File: src/rtl/pubexp_select_if.sv
// Request/response and GCD-stage handshake bundle for pubexp_select.
// slave = the selector itself; master = whoever drives requests and answers GCD runs.
interface pubexp_select_if #(parameter int WIDTH = 8);
  logic             start;
  logic [WIDTH-1:0] phi;
  logic [WIDTH-1:0] e_out;
  logic [WIDTH-1:0] tries;
  logic             finish;
  logic             fail;
  logic             busy;
  logic             gcd_start;
  logic [WIDTH-1:0] gcd_a;
  logic [WIDTH-1:0] gcd_b;
  logic [WIDTH-1:0] gcd_result;
  logic             gcd_finish;

  modport slave (
    input  start, phi, gcd_result, gcd_finish,
    output e_out, tries, finish, fail, busy, gcd_start, gcd_a, gcd_b
  );

  modport master (
    output start, phi, gcd_result, gcd_finish,
    input  e_out, tries, finish, fail, busy, gcd_start, gcd_a, gcd_b
  );
endinterface

File: src/rtl/pubexp_select.sv
// Walks odd public-exponent candidates upward from E_START, launching one
// gcd(phi, e) run per candidate and reporting the first coprime e or a failure.
module pubexp_select #(
  parameter int WIDTH     = 8,
  parameter int E_START   = 3,
  parameter int MAX_TRIES = 16
) (
  input  logic          clk,
  input  logic          rst,
  pubexp_select_if.slave bus
);
  localparam logic [WIDTH-1:0] E_ODD = WIDTH'(E_START) | WIDTH'(1);
  localparam logic [WIDTH-1:0] MAX_T = WIDTH'(MAX_TRIES);

  typedef enum logic {IDLE, CALC} state_t;

  state_t           state_q, state_n;
  logic [WIDTH-1:0] phi_q, phi_n;
  logic [WIDTH-1:0] cand_q, cand_n;
  logic [WIDTH-1:0] e_out_q, e_out_n;
  logic [WIDTH-1:0] tries_q, tries_n;
  logic [WIDTH-1:0] gcd_a_q, gcd_a_n;
  logic [WIDTH-1:0] gcd_b_q, gcd_b_n;
  logic             finish_q, finish_n;
  logic             fail_q, fail_n;
  logic             busy_q, busy_n;
  logic             gcd_start_q, gcd_start_n;
  logic [WIDTH:0]   nxt;

  always_comb begin
    state_n     = state_q;
    phi_n       = phi_q;
    cand_n      = cand_q;
    e_out_n     = e_out_q;
    tries_n     = tries_q;
    gcd_a_n     = gcd_a_q;
    gcd_b_n     = gcd_b_q;
    finish_n    = 1'b0;
    fail_n      = 1'b0;
    gcd_start_n = 1'b0;
    // one extra bit so a wrap past 2^WIDTH-1 shows up as a carry
    nxt         = {1'b0, cand_q} + (WIDTH+1)'(2);

    unique case (state_q)
      IDLE: begin
        if (bus.start) begin
          // a rejected request also clears e_out so a fail never shows a stale exponent
          e_out_n = '0;
          if (E_ODD < bus.phi) begin
            phi_n       = bus.phi;
            cand_n      = E_ODD;
            tries_n     = WIDTH'(1);
            gcd_a_n     = bus.phi;
            gcd_b_n     = E_ODD;
            gcd_start_n = 1'b1;
            state_n     = CALC;
          end else begin
            tries_n = '0;
            fail_n  = 1'b1;
          end
        end
      end
      CALC: begin
        if (bus.gcd_finish) begin
          if (bus.gcd_result == WIDTH'(1)) begin
            e_out_n  = cand_q;
            finish_n = 1'b1;
            gcd_a_n  = '0;
            gcd_b_n  = '0;
            state_n  = IDLE;
          end else if (nxt >= {1'b0, phi_q} || nxt[WIDTH] || tries_q == MAX_T) begin
            fail_n  = 1'b1;
            gcd_a_n = '0;
            gcd_b_n = '0;
            state_n = IDLE;
          end else begin
            cand_n      = nxt[WIDTH-1:0];
            gcd_b_n     = nxt[WIDTH-1:0];
            tries_n     = tries_q + WIDTH'(1);
            gcd_start_n = 1'b1;
          end
        end
      end
      default: state_n = IDLE;
    endcase

    busy_n = (state_n == CALC);
  end

  always_ff @(posedge clk or posedge rst) begin
    if (rst) begin
      state_q     <= IDLE;
      phi_q       <= '0;
      cand_q      <= '0;
      e_out_q     <= '0;
      tries_q     <= '0;
      gcd_a_q     <= '0;
      gcd_b_q     <= '0;
      finish_q    <= 1'b0;
      fail_q      <= 1'b0;
      busy_q      <= 1'b0;
      gcd_start_q <= 1'b0;
    end else begin
      state_q     <= state_n;
      phi_q       <= phi_n;
      cand_q      <= cand_n;
      e_out_q     <= e_out_n;
      tries_q     <= tries_n;
      gcd_a_q     <= gcd_a_n;
      gcd_b_q     <= gcd_b_n;
      finish_q    <= finish_n;
      fail_q      <= fail_n;
      busy_q      <= busy_n;
      gcd_start_q <= gcd_start_n;
    end
  end

  assign bus.e_out     = e_out_q;
  assign bus.tries     = tries_q;
  assign bus.finish    = finish_q;
  assign bus.fail      = fail_q;
  assign bus.busy      = busy_q;
  assign bus.gcd_start = gcd_start_q;
  assign bus.gcd_a     = gcd_a_q;
  assign bus.gcd_b     = gcd_b_q;
endmodule
File: src/flat_wrapper.sv
// flat-port wrapper written by rule: the top's interface ports become plain ports
module pubexp_select_flat 
#(
  parameter int WIDTH     = 8,
  parameter int E_START   = 3,
  parameter int MAX_TRIES = 16
)
  (clk, rst, bus_start, bus_phi, bus_gcd_result, bus_gcd_finish, bus_e_out, bus_tries, bus_finish, bus_fail, bus_busy, bus_gcd_start, bus_gcd_a, bus_gcd_b);
  pubexp_select_if #(.WIDTH(WIDTH)) bus_i ();
  input  logic clk;
  input  logic rst;
  input wire logic [$bits(bus_i.start)-1:0] bus_start;
  input wire logic [$bits(bus_i.phi)-1:0] bus_phi;
  input wire logic [$bits(bus_i.gcd_result)-1:0] bus_gcd_result;
  input wire logic [$bits(bus_i.gcd_finish)-1:0] bus_gcd_finish;
  output wire logic [$bits(bus_i.e_out)-1:0] bus_e_out;
  output wire logic [$bits(bus_i.tries)-1:0] bus_tries;
  output wire logic [$bits(bus_i.finish)-1:0] bus_finish;
  output wire logic [$bits(bus_i.fail)-1:0] bus_fail;
  output wire logic [$bits(bus_i.busy)-1:0] bus_busy;
  output wire logic [$bits(bus_i.gcd_start)-1:0] bus_gcd_start;
  output wire logic [$bits(bus_i.gcd_a)-1:0] bus_gcd_a;
  output wire logic [$bits(bus_i.gcd_b)-1:0] bus_gcd_b;
  assign bus_i.start = bus_start;
  assign bus_i.phi = bus_phi;
  assign bus_i.gcd_result = bus_gcd_result;
  assign bus_i.gcd_finish = bus_gcd_finish;
  assign bus_e_out = bus_i.e_out;
  assign bus_tries = bus_i.tries;
  assign bus_finish = bus_i.finish;
  assign bus_fail = bus_i.fail;
  assign bus_busy = bus_i.busy;
  assign bus_gcd_start = bus_i.gcd_start;
  assign bus_gcd_a = bus_i.gcd_a;
  assign bus_gcd_b = bus_i.gcd_b;
  pubexp_select #(.WIDTH(WIDTH), .E_START(E_START), .MAX_TRIES(MAX_TRIES)) u_core (.clk(clk), .rst(rst), .bus(bus_i));
endmodule
File: config.mk
export PLATFORM = sky130hd
export DESIGN_NAME = pubexp_select_flat
export DESIGN_NICKNAME = d
export VERILOG_FILES = /design/src/rtl/pubexp_select_if.sv /design/src/rtl/pubexp_select.sv /design/src/flat_wrapper.sv
export SDC_FILE = /design/constraint.sdc
export NUM_CORES = 1
export LEC_CHECK = 0
export ABC_AREA = 1
export BUFFER_PORTS_ARGS = -buffer_cell sky130_fd_sc_hd__clkbuf_2
export CAP_MARGIN = 20
export CORE_MARGIN = 4
export CORE_UTILIZATION = 55
export CTS_CLUSTER_DIAMETER = 50
export DETAILED_ROUTE_END_ITERATION = 8
export PLACE_DENSITY = 0.81
export SLEW_MARGIN = 30
export SYNTH_ARGS = -nofsm -noshare
export SYNTH_HDL_FRONTEND = slang
export SYNTH_SLANG_ARGS = --single-unit
File: constraint.sdc
create_clock -name clk -period 3.81 [get_ports clk]
set_input_delay 0.762 -clock clk [delete_from_list [all_inputs] [get_ports clk]]
set_output_delay 0.762 -clock clk [all_outputs]
set_load 0.03 [all_outputs]
==> results.ini, run 1 <==
[setup_path]
worstSetupStartpointType = register
r2r-start = u_core.cand_q[3]
worstReg2RegEnd = u_core.cand_q[7]
crit_arrival_ns = 2.54
crit_fanout = 8
worstPathRequired_ns = 4.00
critical_path_class = reg2reg
worstRegToRegCells = 11
crit_path_end_kind = register
cp-startpoint = u_core.cand_q[3]
r2r_slack_ns = 1.46

[timing]
fin_skew_ns = 0.00584
worst_slew_margin_rel_pct = 59.3
finalMaxSlewViolations = 0
hold_violations = 0
setup_viol = 0
tightest_slew_ns = 0.611
period_needed_ns = 2.35
fin_tns_setup_ns = 0
rsz0062_at_grt = no
fin_crit_sh_pct = 61.7
fmax_ghz = 0.425

[synth]
synth_xor_area_share_pct = 2.70
ys_seq_elements = 52
synth_top_family_by_area = simple AND/OR/NAND/NOR gates
syn-instance-count = 304
muxShareOfSynthArea_pct = 0
synth_compound_area_share_pct = 4.44
ys_types = 29
avgSynthCellArea_um2 = 8.54
synthAdderAreaFrac_pct = 5.30
yosysWarnings = 0
synth_nets = 335
ys_seq_area_share_pct = 50.1
synth_area_mm2 = 0.00259
synthSimpleGateAreaFrac_pct = 32.0

[cts]
post-cts-setup-buffers = 0
clkTransAtPathRegs_ns = 0.09
clock-sinks = 52
cts_tree = yes
h-tree-depth = 2
cts_root_buffer = clkbuf_8
cts_max_path_buffers = 2
cts_made_buffers = 5
clk_latency_ns = 0.30
cts_resized = 0
cts.hold.buffers_added = 0

[layout]
final_common_cell = nand2_1
nets = 392
antenna_cells = 0
layout-drive-gt1-share_pct = 23.8
ff_latch_area_mm2 = 0.00130
fillers = 375
area_growth_pct = 15.1
fin_cells = 413
final_cell_mix = nand2_1, clkbuf_2, dfrtp_1, nand3_1, inv_1
multi_input_area_mm2 = 0.00115

[power]
p_leak_nw = 1.75
ir_drop_uv = 423
powerDensity_mw_per_mm2 = 700

[run]
drv_cap = 0

[global_routing]
overflow = 0
grt_max_degree = 53
antenna_found_initial = 0
grt_pass1_wl_um = 9770
first_global_vias = 2112
grt_use_total_pct = 20.3

[drt]
routedWlPerCell_um = 13.3
drtIter0Drc = 71
antenna_left = 0
drc = 0
num_vias = 2140
drt_wl_total_um = 5500
via_per_inst = 5.18
drt-pass1-iter-count = 4

[min_path]
min_from = u_core.bus.gcd_a[3]
whs_endpoint = u_core.bus.gcd_a[3]
holdPathStages = 2
hold_path_class = reg2reg

[floorplan]
initial_core_util_pct = 58.0
die_y_um = 76.7
rows = 24
coreArea_mm2 = 0.00447
die_area_mm2 = 0.00588
io_pins = 56
fp.dieW_um = 76.7

[placed_design]
dp.cells = 406
portBuffers = 55
gp_congestion = 0.852
place_hpwl_um = 4140

[outcome]
status = finished, final reports clean

-- metrics by stage --
step                hold slack [ns]  cell area [µm²]  utilization [%]  total power, mW  worst slack, ns
CTS                           0.483             2990             66.8             2.10             1.46
floorplan                     0.453             2590                -             1.55             1.75
detailed placement            0.461             2910             65.0             1.81             1.33
global route                  0.503             2990             66.8             2.28             1.22
global placement              0.456             2910             65.0             1.77             1.41
finish                        0.480             2990             66.8             2.09             1.46
-- Yosys cell counts, drive strengths merged --
master / instances / share of area, %
nand2: 113 / 17
xor2: 6 / 2.0
dfrtp: 52 / 50
o21ai: 10 / 1.9
nand4: 4 / 1.2
nand3: 30 / 6.7
inv: 30 / 4.3
xnor2: 2 / 0.68
o21bai: 1 / 0.43
and2: 1 / 0.24
a21oi: 7 / 1.8
buf: 3 / 0.77
ha: 11 / 5.3
nand3b: 2 / 0.58
clkbuf: 2 / 0.29
nor2: 24 / 4.7
o211ai: 1 / 0.29
nor3b: 1 / 0.29
nor3: 4 / 0.96
-- worst max-delay path by stage --
| stage | to | slack [ns] | cells past startpoint |
|---|---|---|---|
| final | u_core.cand_q[7] | 1.46 | 11 |
| after global routing | u_core.cand_q[1] | 1.22 | 11 |
| after CTS | u_core.cand_q[7] | 1.46 | 11 |
| after detailed placement | u_core.bus.gcd_a[7] | 1.33 | 10 |
| after global placement | u_core.bus.gcd_a[4] | 1.41 | 10 |
| after floorplan | u_core.cand_q[1] | 1.75 | 12 |
-- state kept, by name, indices dropped and copies added, names as in the netlist --
| signal | cells |
|---|---|
| u_core.bus.finish | 1 |
| u_core.bus.fail | 1 |
| u_core.bus.gcd_b | 8 |
| u_core.bus.gcd_a | 8 |
| u_core.bus.e_out | 8 |
| u_core.cand_q | 8 |
| u_core.bus.gcd_start | 1 |
| u_core.bus.tries | 8 |
| u_core.state_q | 1 |
| u_core.phi_q | 8 |
-- layout make-up --
class | count | area share [%]
inverters | 30 | 3.85
clock buffers | 6 | 2.43
well taps | 52 | 2.18
multi-input cells | 217 | 38.6
flip-flops and latches | 52 | 43.6
clock inverters | 1 | 0.168
repair buffers | 55 | 9.21
-- critical path, stage by stage, from the launching register on --
cell and delay [ns]:
dfrtp_1 0.45, nand3_1 0.19, nand3b_1 0.21, xor2_1 0.15, inv_1 0.11, ha_1 0.31, a21oi_1 0.16, nand2_1 0.08
nand2_2 0.15, nand4_2 0.23, nand3_1 0.15, nand2_1 0.06
-- logic make-up after synthesis --
kind of cell,Yosys count
AND/OR/NAND/NOR,179
flip-flops,52
buffers and inverters,35
AO/OA/AOI/OAI,19
adder cells (fa/ha/maj),11
XOR/XNOR,8
-- layer usage --
metal,track usage [%],up-vias,wire (µm)
li1,-,1073,-
met1,26.7,1012,2500
met2,34.9,46,2730
met3,3.28,9,184
met4,5.43,0,76
met5,0,-,0
-- power breakdown --
part,internal [mW],leakage (nW),switching (mW)
Sequential,0.719,0.663,0.134
Combinational,0.302,1.04,0.638
Clock,0.125,0.0410,0.171
Total,1.15,1.75,0.943
(Power assumes the default switching activity.)
==> run 2: changes to the inputs <==
ABC_AREA = 0   (was 1)
CORE_UTILIZATION = 48   (was 55)
PLACE_DENSITY = 0.75   (was 0.81)
clock period = 1.9 ns   (was 3.81 ns; I/O delays follow)
==> run 2 against run 1 <==
The flow now finishes with violations (setup timing). Fmax is 11% lower. Die area rose by 7.4%. Flip-flop and latch count stayed put. Synthesized area fell by 5.5%. Sequential power up 89%. Critical endpoint is now u_core.bus.tries[5]. Combinational power rose to 3.4 times the previous value. First-iteration DRC count is 130% higher. Critical path type unchanged. Cell area up 22%. Global-route usage grew 3.2 points.
==> results.ini, run 2 <==
[drt]
num_vias = 2374  ; +11%
routedWlPerCell_um = 16.9  ; +27%
antenna_left = 0  ; unchanged
drc = 0  ; unchanged
via_per_inst = 5.52  ; +6.5%
drtIter0Drc = 161  ; +130%
drt-pass1-iter-count = 7  ; +3
drt_wl_total_um = 7290  ; +32%

[floorplan]
io_pins = 56  ; unchanged
coreArea_mm2 = 0.00485  ; +8.4%
initial_core_util_pct = 50.6  ; -7.4 points
rows = 25  ; +4.2%
die_y_um = 79.5  ; +3.6%
fp.dieW_um = 79.5  ; +3.6%
die_area_mm2 = 0.00631  ; +7.4%

[global_routing]
grt_max_degree = 53  ; unchanged
grt_pass1_wl_um = 11300  ; +16%
grt_use_total_pct = 23.5  ; +3.2 points
first_global_vias = 2347  ; +11%
overflow = 0  ; unchanged
antenna_found_initial = 0  ; unchanged

[layout]
ff_latch_area_mm2 = 0.00130  ; unchanged
antenna_cells = 0  ; unchanged
final_cell_mix = buf_4, clkbuf_2, dfrtp_1, nand2_1, inv_1
multi_input_area_mm2 = 0.00125  ; +8.1%
nets = 393  ; +0.26%
area_growth_pct = 48.2
fillers = 318  ; -15%
layout-drive-gt1-share_pct = 46.3  ; +22 points
utilization_pct = 74.9  ; +8.2 points
final_common_cell = buf_4

[synth]
syn-instance-count = 240  ; -21%
synth_edf_count = 0  ; unchanged
yosysTopAreaCellShare_pct = 53.1  ; +2.9 points
avgSynthCellArea_um2 = 10.2  ; +20%
synthFlopType = dfrtp_1
ys_types = 39  ; +34%
ys_seq_elements = 52  ; unchanged
yosys.area.top_type = dfrtp_1
synth_common_cells = dfrtp_1, nand2_1, inv_1
synth_area_mm2 = 0.00245  ; -5.5%
synth_nets = 271  ; -19%
ys_seq_area_share_pct = 53.1  ; +2.9 points
synth_area_leaders = dfrtp_1, ha_1, nand2_1
ys_async_sr_fraction_pct = 100  ; unchanged
yosysWarnings = 0  ; unchanged
synth.most_common_cell = dfrtp_1

[timing]
worst_slack_ns = -0.734  ; -2.19 ns
fin_crit_sh_pct = 139  ; +77 points
hold_violations = 0  ; unchanged
worst_slew_margin_rel_pct = 74.9  ; +16 points
period_needed_ns = 2.63  ; +0.282 ns
rsz0062_at_grt = yes
fin_skew_ns = 0.00277  ; -0.00307 ns
finalMaxSlewViolations = 0  ; unchanged
setup_viol = 34  ; +34
fmax_ghz = 0.380  ; -11%
tightest_slew_ns = 0.376  ; -0.235 ns
fin_tns_setup_ns = -22.44  ; -22.44 ns

[cts]
cts_root_buffer = clkbuf_8
cts_made_buffers = 5  ; unchanged
clock-sinks = 52  ; unchanged
h-tree-depth = 2  ; unchanged
cts.hold.buffers_added = 0  ; unchanged
clk_latency_ns = 0.31  ; about the same
clkTransAtPathRegs_ns = 0.09  ; about the same
cts_tree = yes
cts_max_path_buffers = 2  ; unchanged

[power]
p_leak_nw = 1.86  ; +6.5%
pwr-share-comb_pct = 58.2  ; +13 points
p_sw_share_pct = 42.1  ; -3.0 points
powerDensity_mw_per_mm2 = 1490  ; +110%
p_switching_mw = 2.28  ; +140%
ir_drop_uv = 1010  ; +140%
p_int_mw = 3.14  ; +170%
pwr-share-seq_pct = 29.6  ; -11 points
p_clk_share_pct = 12.2  ; -2.0 points

[placed_design]
portBuffers = 55  ; unchanged
gp_congestion = 0.863  ; +1.3%
place_hpwl_um = 4630  ; +12%

[setup_path]
cpMaxStageDelayCell = or4_1
crit_cells = 11  ; unchanged
worst-path-buf-inv = 1  ; unchanged
crit_fanout = 5  ; -3
r2r_slack_ns = -0.73  ; -2.19 ns
worstSetupStartpointType = register
worst_path_dominant_cell_family = simple AND/OR/NAND/NOR gates
crit_arrival_ns = 2.88  ; +0.34 ns
crit_chain = and3_4 > nand3_4 > xnor2_4 > inv_2 > ha_4 > a211oi_2 > nand2_1 > a31oi_4 > o221ai_4 > or4_1 > a21oi_2
worstRegToRegCells = 11  ; unchanged
cpPeakStageDelay_ns = 0.45  ; about the same
crit_path_end_kind = register
critical_path_class = reg2reg
worstPathRequired_ns = 2.15  ; -1.85 ns

[outcome]
violations = setup timing
status = complete, but fails checks

[run]
drv_cap = 0  ; unchanged

[min_path]
hold_path_class = in2async

-- run 2: changes by cell type after synthesis, moves of 4 or more --
cell,previous run,this run
nand2_1,103,35
nor2_1,21,5
a22o_1,0,13
nand3_1,28,15
nand2_2,10,0
o21ai_0,10,18
a21o_1,0,5
inv_2,5,0
o31ai_1,0,5
xor2_1,6,1
clkbuf_1,2,6
nor2b_1,0,4
-- run 2: layout make-up --
class,instances,area share [%]
flip-flops and latches,52,35.8
repair buffers,123,22.7
inverters,22,2.27
well taps,67,2.31
multi-input cells,158,34.3
clock buffers,7,2.38
clock inverters,1,0.207
-- run 2: per-stage QoR --
stage / instances / power (mW) / instance area [µm²] / hold WS [ns] / setup WS (ns)
floorplan: 240 / 3.11 / 2470 / 0.439 / -0.628
global placement: 405 / 3.97 / 3190 / 0.430 / -0.738
detailed placement: 405 / 4.06 / 3190 / 0.435 / -0.845
CTS: 421 / 4.97 / 3430 / 0.0981 / -0.644
global route: 430 / 5.76 / 3630 / 0.105 / -0.860
finish: 430 / 5.43 / 3630 / 0.0734 / -0.734
-- run 2: worst register-to-register path, stage by stage, from the launching register on --
cell,delay [ns]
dfrtp_1,0.41
and3_4,0.21
nand3_4,0.10
xnor2_4,0.17
inv_2,0.08
ha_4,0.25
a211oi_2,0.17
nand2_1,0.12
a31oi_4,0.27
o221ai_4,0.17
or4_1,0.45
a21oi_2,0.16
-- run 2: power by group through the flow --
stage	Clock (mW)	Sequential (mW)	Combinational (mW)
floorplan	0	2.01	1.10
global placement	0	1.60	2.38
detailed placement	0	1.61	2.45
CTS	0.665	1.59	2.71
global route	0.714	1.65	3.39
finish	0.661	1.61	3.16
-- run 2: cell families after synthesis --
| family | after synthesis | share of synthesized area [%] |
|---|---|---|
| xor+xnor | 5 | 1.79 |
| fa+ha+maj | 11 | 5.62 |
| mux | 1 | 0.408 |
| compound gates | 64 | 19.0 |
| flops | 52 | 53.1 |
| buf+inv | 31 | 5.16 |
| simple gates | 76 | 14.9 |
-- run 2: path summary, 6_finish.rpt --
check / startpoint / to
min in group clk: bus_phi[0] / u_core.phi_q[0]
max in group asynchronous: rst / u_core.bus.e_out[1]
setup / recovery: u_core.cand_q[2] / u_core.bus.tries[5]
setup reg to reg: u_core.cand_q[2] / u_core.bus.tries[5]
hold / removal: rst / u_core.bus.tries[6]
hold reg to reg: u_core.phi_q[0] / u_core.phi_q[0]
-- run 2: metal layers --
layer,GRT usage [%],wire (µm),vias up
met2,38.3,3490,96
met3,5.08,466,19
met5,0,0,-
met4,10.1,231,0
li1,-,-,1097
met1,30.2,3100,1162
-- run 2: timing repair --
action	in CTS	in global routing
setup buffers	7	9
setup endpoints to repair	34	34
gates resized for setup	14	34
pin swaps	7	13
cloned	1	0
